==> config.mk <==
export PLATFORM = sky130hd
export DESIGN_NAME = status_xfer_scheduler_flat
export DESIGN_NICKNAME = d
export VERILOG_FILES = /design/src/rtl/status_xfer_scheduler_if.sv /design/src/rtl/status_xfer_scheduler.sv /design/src/flat_wrapper.sv
export SDC_FILE = /design/constraint.sdc
export NUM_CORES = 1
export LEC_CHECK = 0
export CORE_ASPECT_RATIO = 1.75
export CORE_UTILIZATION = 38
export DETAILED_ROUTE_END_ITERATION = 10
export PLACE_DENSITY = 0.84
export SLEW_MARGIN = 25
export SYNTH_ARGS = -nofsm -noshare
export SYNTH_HDL_FRONTEND = slang
export SYNTH_SLANG_ARGS = --single-unit
==> constraint.sdc <==
create_clock -name Clock -period 2 [get_ports Clock]
set_input_delay 0.4 -clock Clock [delete_from_list [all_inputs] [get_ports Clock]]
set_output_delay 0.4 -clock Clock [all_outputs]
set_load 0.05 [all_outputs]
==> src/rtl/status_xfer_scheduler_if.sv <==
// rtl/status_xfer_scheduler_if.sv - source request and handshaker transmit signals for status_xfer_scheduler
interface status_xfer_scheduler_if #(
    parameter int NUM_SRC    = 4,
    parameter int DATA_WIDTH = 32,
    parameter int IDX_WIDTH  = 2
);
    logic [NUM_SRC-1:0]            Src_Req;
    logic [NUM_SRC*DATA_WIDTH-1:0] Src_Data;
    logic [NUM_SRC-1:0]            Src_Ack;
    logic [DATA_WIDTH-1:0]         Tx_Data;
    logic [IDX_WIDTH-1:0]          Tx_Index;
    logic                          Tx_Start;
    logic                          Tx_Busy;
    logic [15:0]                   Xfer_Count;

    modport master (
        input  Src_Req, Src_Data, Tx_Busy,
        output Src_Ack, Tx_Data, Tx_Index, Tx_Start, Xfer_Count
    );

    modport slave (
        output Src_Req, Src_Data, Tx_Busy,
        input  Src_Ack, Tx_Data, Tx_Index, Tx_Start, Xfer_Count
    );
endinterface

==> src/rtl/status_xfer_scheduler.sv <==
// rtl/status_xfer_scheduler.sv - round-robin share of one IO->Sys handshaker transmit channel
module status_xfer_scheduler #(
    parameter int NUM_SRC    = 4,
    parameter int DATA_WIDTH = 32,
    parameter int IDX_WIDTH  = 2
) (
    input  logic                    Clock,
    input  logic                    Reset,
    status_xfer_scheduler_if.master bus
);
    typedef enum logic [1:0] {IDLE, GUARD, WAIT} state_t;

    localparam logic [IDX_WIDTH:0]   NSRC_W = (IDX_WIDTH+1)'(NUM_SRC);
    localparam logic [IDX_WIDTH-1:0] LAST_IDX = IDX_WIDTH'(NUM_SRC - 1);

    state_t                 state_q, state_d;
    logic [IDX_WIDTH-1:0]   ptr_q, ptr_d;
    logic [DATA_WIDTH-1:0]  tx_data_q, tx_data_d;
    logic [IDX_WIDTH-1:0]   tx_index_q, tx_index_d;
    logic                   tx_start_q, tx_start_d;
    logic [NUM_SRC-1:0]     src_ack_q, src_ack_d;
    logic [15:0]            xfer_count_q, xfer_count_d;

    logic                   win_found;
    logic [IDX_WIDTH-1:0]   win_idx;
    logic [IDX_WIDTH:0]     cand;

    // First requester at or after the pointer, wrapping past NUM_SRC-1.
    always_comb begin
        win_found = 1'b0;
        win_idx   = '0;
        cand      = '0;
        for (int i = 0; i < NUM_SRC; i++) begin
            cand = {1'b0, ptr_q} + (IDX_WIDTH+1)'(i);
            if (cand >= NSRC_W) begin
                cand = cand - NSRC_W;
            end
            if (!win_found && bus.Src_Req[cand[IDX_WIDTH-1:0]]) begin
                win_found = 1'b1;
                win_idx   = cand[IDX_WIDTH-1:0];
            end
        end
    end

    always_comb begin
        state_d      = state_q;
        ptr_d        = ptr_q;
        tx_data_d    = tx_data_q;
        tx_index_d   = tx_index_q;
        tx_start_d   = 1'b0;
        src_ack_d    = '0;
        xfer_count_d = xfer_count_q;
        case (state_q)
            IDLE: begin
                if (win_found && !bus.Tx_Busy) begin
                    tx_data_d          = bus.Src_Data[int'(win_idx)*DATA_WIDTH +: DATA_WIDTH];
                    tx_index_d         = win_idx;
                    tx_start_d         = 1'b1;
                    src_ack_d[win_idx] = 1'b1;
                    ptr_d              = (win_idx == LAST_IDX) ? '0 : win_idx + 1'b1;
                    state_d            = GUARD;
                end
            end
            // The handshaker may not have raised Busy yet, so it is not trusted here.
            GUARD: begin
                state_d = WAIT;
            end
            WAIT: begin
                if (!bus.Tx_Busy) begin
                    xfer_count_d = xfer_count_q + 16'd1;
                    state_d      = IDLE;
                end
            end
            default: begin
                state_d = IDLE;
            end
        endcase
    end

    always_ff @(posedge Clock) begin
        if (Reset) begin
            state_q      <= IDLE;
            ptr_q        <= '0;
            tx_data_q    <= '0;
            tx_index_q   <= '0;
            tx_start_q   <= 1'b0;
            src_ack_q    <= '0;
            xfer_count_q <= '0;
        end else begin
            state_q      <= state_d;
            ptr_q        <= ptr_d;
            tx_data_q    <= tx_data_d;
            tx_index_q   <= tx_index_d;
            tx_start_q   <= tx_start_d;
            src_ack_q    <= src_ack_d;
            xfer_count_q <= xfer_count_d;
        end
    end

    assign bus.Tx_Data    = tx_data_q;
    assign bus.Tx_Index   = tx_index_q;
    assign bus.Tx_Start   = tx_start_q;
    assign bus.Src_Ack    = src_ack_q;
    assign bus.Xfer_Count = xfer_count_q;
endmodule

==> src/flat_wrapper.sv <==
// flat-port wrapper written by rule: the top's interface ports become plain ports
module status_xfer_scheduler_flat 
#(
    parameter int NUM_SRC    = 4,
    parameter int DATA_WIDTH = 32,
    parameter int IDX_WIDTH  = 2
)
  (Clock, Reset, bus_Src_Req, bus_Src_Data, bus_Tx_Busy, bus_Src_Ack, bus_Tx_Data, bus_Tx_Index, bus_Tx_Start, bus_Xfer_Count);
  status_xfer_scheduler_if #(.NUM_SRC(NUM_SRC), .DATA_WIDTH(DATA_WIDTH), .IDX_WIDTH(IDX_WIDTH)) bus_i ();
  input  logic Clock;
  input  logic Reset;
  input wire logic [$bits(bus_i.Src_Req)-1:0] bus_Src_Req;
  input wire logic [$bits(bus_i.Src_Data)-1:0] bus_Src_Data;
  input wire logic [$bits(bus_i.Tx_Busy)-1:0] bus_Tx_Busy;
  output wire logic [$bits(bus_i.Src_Ack)-1:0] bus_Src_Ack;
  output wire logic [$bits(bus_i.Tx_Data)-1:0] bus_Tx_Data;
  output wire logic [$bits(bus_i.Tx_Index)-1:0] bus_Tx_Index;
  output wire logic [$bits(bus_i.Tx_Start)-1:0] bus_Tx_Start;
  output wire logic [$bits(bus_i.Xfer_Count)-1:0] bus_Xfer_Count;
  assign bus_i.Src_Req = bus_Src_Req;
  assign bus_i.Src_Data = bus_Src_Data;
  assign bus_i.Tx_Busy = bus_Tx_Busy;
  assign bus_Src_Ack = bus_i.Src_Ack;
  assign bus_Tx_Data = bus_i.Tx_Data;
  assign bus_Tx_Index = bus_i.Tx_Index;
  assign bus_Tx_Start = bus_i.Tx_Start;
  assign bus_Xfer_Count = bus_i.Xfer_Count;
  status_xfer_scheduler #(.NUM_SRC(NUM_SRC), .DATA_WIDTH(DATA_WIDTH), .IDX_WIDTH(IDX_WIDTH)) u_core (.Clock(Clock), .Reset(Reset), .bus(bus_i));
endmodule
==> run_results.csv <==
group,metric,value,unit
timing,fin_crit,1.98,ns
synth,synth_cell_type_count,39,
global_route,grt_pass1_wl,17.7,mm
drt,wire_per_inst,15.9,um
setup_path,critPathLaunch,"u_core.bus.Xfer_Count[4]$_SDFFE_PP0P_",
job,cap_violations,0,
power_and_ir_drop,p_seq_share,30.1,%
finish,fin_util,71.4,%
power_and_ir_drop,p_sw,1.32,mW
synth,ys_seq_area_share,36.1,%
place,place_area,5460,sq um
min_path,hp-class,"reg2reg",
timing,timing_hold_violations_final,0,
global_route,grt_overflow,0,
synth,yosysWarnings,0,
synth,syn-cell-area,3270,sq um
setup_path,slowest_delay,0.84,ns
global_route,grt_pass1_vias,3724,
synth,yosysTopAreaCellShare,36.1,%
floorplan,core-area,8310,sq um
setup_path,endpoint,"bus_Xfer_Count[4]",
drt,first_pass_iters,4,
setup_path,r2r-end,"u_core.ptr_q[0]$_SDFFE_PP0P_",
drt,vias,3648,
synth,ys_ff_latch,59,
clock_tree,cts_buffer_depth,2,
floorplan,die_y,125,um
clock_tree,cts_root_buf,"clkbuf_16",
power_and_ir_drop,p_clk_share,38.9,%
finish,antenna-diode-count,0,
synth,synth_nets,528,
floorplan,dieArea,8990,sq um
power_and_ir_drop,p_int,3.08,mW
timing,fin_skew,0.0101,ns
place,port_buffers,189,
setup_path,cp.required,1.60,ns
power_and_ir_drop,ir_drop,0.000520,V
drt,ant_nets,0,
synth,syn_inst,388,
power_and_ir_drop,powerDensity,741,nW/um^2
setup_path,r2r_cells,8,
clock_tree,cts_tree,"built",
timing,max_freq,0.505,GHz
setup_path,reg2reg_from,"u_core.ptr_q[1]$_SDFFE_PP0P_",
finish,nets,729,
timing,hold_ws,0.477,ns
place,dp_cells,687,
timing,timing.final.ws_setup,0.0201,ns
finish,fillers,634,
timing,setup_viol,0,
floorplan,die-width,72.1,um
drt,vias_per_cell,5.15,
finish,area_growth,81.7,%
power_and_ir_drop,comb_power_share,31.0,%
clock_tree,path_clk_slew,0.05,ns
synth,synth_area_leaders,"dfxtp_1 36%, mux2i_1 11%, o211ai_1 7.3%, a21boi_0 7.1%, and3_1 6.3%",
drt,drc,0,
drt,drtIter0Drc,143,
setup_path,end_kind,"primary output",
timing,fin_tns_setup,0,ns
timing,slew_violations,0,
setup_path,worst-path-max-fanout,5,
global_route,gr-usage-all-layers,25.6,%
drt,routed_wl,11.3,mm
finish,final_layout_size_suffix_gt1_share,12.5,%
clock_tree,numCtsBuffers,9,
timing,worst_slew_pin_slew,0.556,ns
synth,synthArstFlopShare,0,%
synth,synth_area_per_cell,8.43,sq um
power_and_ir_drop,sw_frac_of_total,30.1,%
setup_path,cp_data_arrival_time,1.58,ns
timing,min_period_over_period,99.0,%
setup_path,cp_top_family,"buffers and inverters",
power_and_ir_drop,p_leak,2.39,nW
timing,rsz0062_at_grt,"no",
synth,synth_largest_area_cell,"dfxtp_1",
global_route,grt_max_degree,65,
clock_tree,cts.sinks,59,
clock_tree,insertion_delay,0.34,ns
global_route,antenna_found_initial,0,
finish,stdcell_count,709,
setup_path,path_cells,"clkdlybuf4s50_1",
floorplan,ioPinCount,190,
place,preCtsSetupSlack,-0.487,ns
place,gp_congestion,0.863,
setup_path,worst-path-buf-inv,1,
timing,maxSlewHeadroom,62.8,%
synth,synth-edff-count,0,
power_and_ir_drop,p_total,4.40,mW
status,status,"finished, final reports clean",
setup_path,slowest_stage,"clkdlybuf4s50_1",
floorplan,row_count,44,
setup_path,path_class,"reg2out",
setup_path,critPathLaunchType,"flip-flop",
finish,finalInstanceArea,5940,sq um
place,dpl.hpwl,8.20,mm
synth,synth_ff_type,"dfxtp_1",
setup_path,crit_cells,1,
clock_tree,htreeDepth,3,
setup_path,r2r_slack,0.17,ns
floorplan,initial_core_util,39.3,%
==> flip-flops by register name, indices dropped and copies added (netlist names) <==
| register | count |
|---|---|
| u_core.bus.Tx_Index | 2 |
| u_core.bus.Tx_Start | 1 |
| u_core.bus.Xfer_Count | 16 |
| u_core.bus.Tx_Data | 32 |
| u_core.bus.Src_Ack | 4 |
| u_core.state_q | 2 |
| u_core.ptr_q | 2 |
==> placed cells by master (no fill, tap or decap), types with 2 or more instances in the layout <==
| cell type | instances |
|---|---|
| xnor2_1 | 4 |
| inv_1 | 4 |
| bufinv_16 | 2 |
| o211ai_1 | 32 |
| dfxtp_1 | 59 |
| o21ai_1 | 30 |
| clkbuf_8 | 2 |
| and2_1 | 4 |
| buf_12 | 7 |
| mux2i_2 | 2 |
| nand3_1 | 2 |
| a21boi_1 | 2 |
| a21oi_1 | 5 |
| clkinv_2 | 3 |
| mux2i_1 | 32 |
| nand2_1 | 41 |
| a21boi_0 | 31 |
| dlygate4sd2_1 | 5 |
| and3_1 | 33 |
| clkbuf_16 | 9 |
| nor2b_1 | 3 |
| buf_6 | 3 |
| clkdlybuf4s50_1 | 175 |
| nor2_1 | 25 |
| xor2_1 | 9 |
| buf_4 | 25 |
| nand4_1 | 4 |
| ha_1 | 5 |
| dlymetal6s2s_1 | 5 |
| o21ai_0 | 6 |
| nand2_2 | 2 |
==> routing by layer <==
layer	wire length [um]	up-vias	track usage, %
li1	-	1792	-
met1	4020	1667	25.8
met2	6060	152	46.3
met4	479	0	14.0
met5	0	-	0
met3	689	37	6.31
==> cell families after synthesis <==
family                   count (synthesis)  synth area share [%]
AND/OR/NAND/NOR                        128                  20.3
buffers and inverters                   36                  4.52
flip-flops                              59                  36.1
AO/OA/AOI/OAI                          111                  22.6
XOR/XNOR                                13                  3.48
multiplexers                            36                  11.1
adder cells (fa/ha/maj)                  5                  1.91
==> layout make-up <==
class,count,area (sq um),area share [%]
clock buffers,11,253,4.26
flip-flops and latches,59,1180,19.9
multi-input cells,293,2030,34.2
well taps,115,144,2.42
clock inverters,5,75.1,1.26
repair buffers,221,2230,37.6
inverters,5,18.8,0.316
==> power by group through the flow <==
| stage | combinational [mW] | clock (mW) | sequential [mW] |
|---|---|---|---|
| floorplan | 0.416 | 0 | 1.63 |
| global placement | 1.29 | 0 | 1.34 |
| detailed placement | 1.32 | 0 | 1.34 |
| CTS | 1.36 | 1.72 | 1.32 |
| global route | 1.44 | 1.78 | 1.33 |
| finish | 1.37 | 1.71 | 1.32 |
==> what timing repair did <==
item	in CTS	in global routing
hold buffers	0	0
buffers inserted	5	1
gates resized for setup	14	12
pin swaps	1	0
setup endpoints to repair	40	41
==> worst min-delay path by stage <==
stage / endpoint / from / cells past startpoint
CTS: u_core.bus.Tx_Data[16]$_SDFFE_PP0P_ / u_core.bus.Tx_Data[16]$_SDFFE_PP0P_ / 2
global placement: u_core.bus.Tx_Data[17]$_SDFFE_PP0P_ / u_core.bus.Tx_Data[17]$_SDFFE_PP0P_ / 2
finish: u_core.bus.Tx_Data[16]$_SDFFE_PP0P_ / u_core.bus.Tx_Data[16]$_SDFFE_PP0P_ / 2
global route: u_core.bus.Tx_Data[14]$_SDFFE_PP0P_ / u_core.bus.Tx_Data[14]$_SDFFE_PP0P_ / 2
detailed placement: u_core.bus.Tx_Data[16]$_SDFFE_PP0P_ / u_core.bus.Tx_Data[16]$_SDFFE_PP0P_ / 2
floorplan: u_core.ptr_q[0]$_SDFFE_PP0P_ / u_core.ptr_q[0]$_SDFFE_PP0P_ / 2
==> cells in the mapped netlist, drive strengths merged, types with 2 or more instances <==
master	number
xnor2	4
a21boi	33
nor2	26
nor2b	4
nor3	2
o211ai	32
buf	10
a21oi	6
nand2	43
ha	5
nand3	2
xor2	9
nand4	4
clkbuf	21
and2	4
dfxtp	59
inv	5
and3	33
or3	2
o21ai	36
mux2i	35
==> worst register-to-register path: cells and delay by family (launching register included) <==
| family | cells | cell delay, ns |
|---|---|---|
| adders and majority gates | 1 | 0.23 |
| DFF | 1 | 0.46 |
| buffers and inverters | 1 | 0.07 |
| and+or+nand+nor | 3 | 0.33 |
| AOI/OAI and AO/OA | 3 | 0.68 |
(Power assumes the default switching activity.)
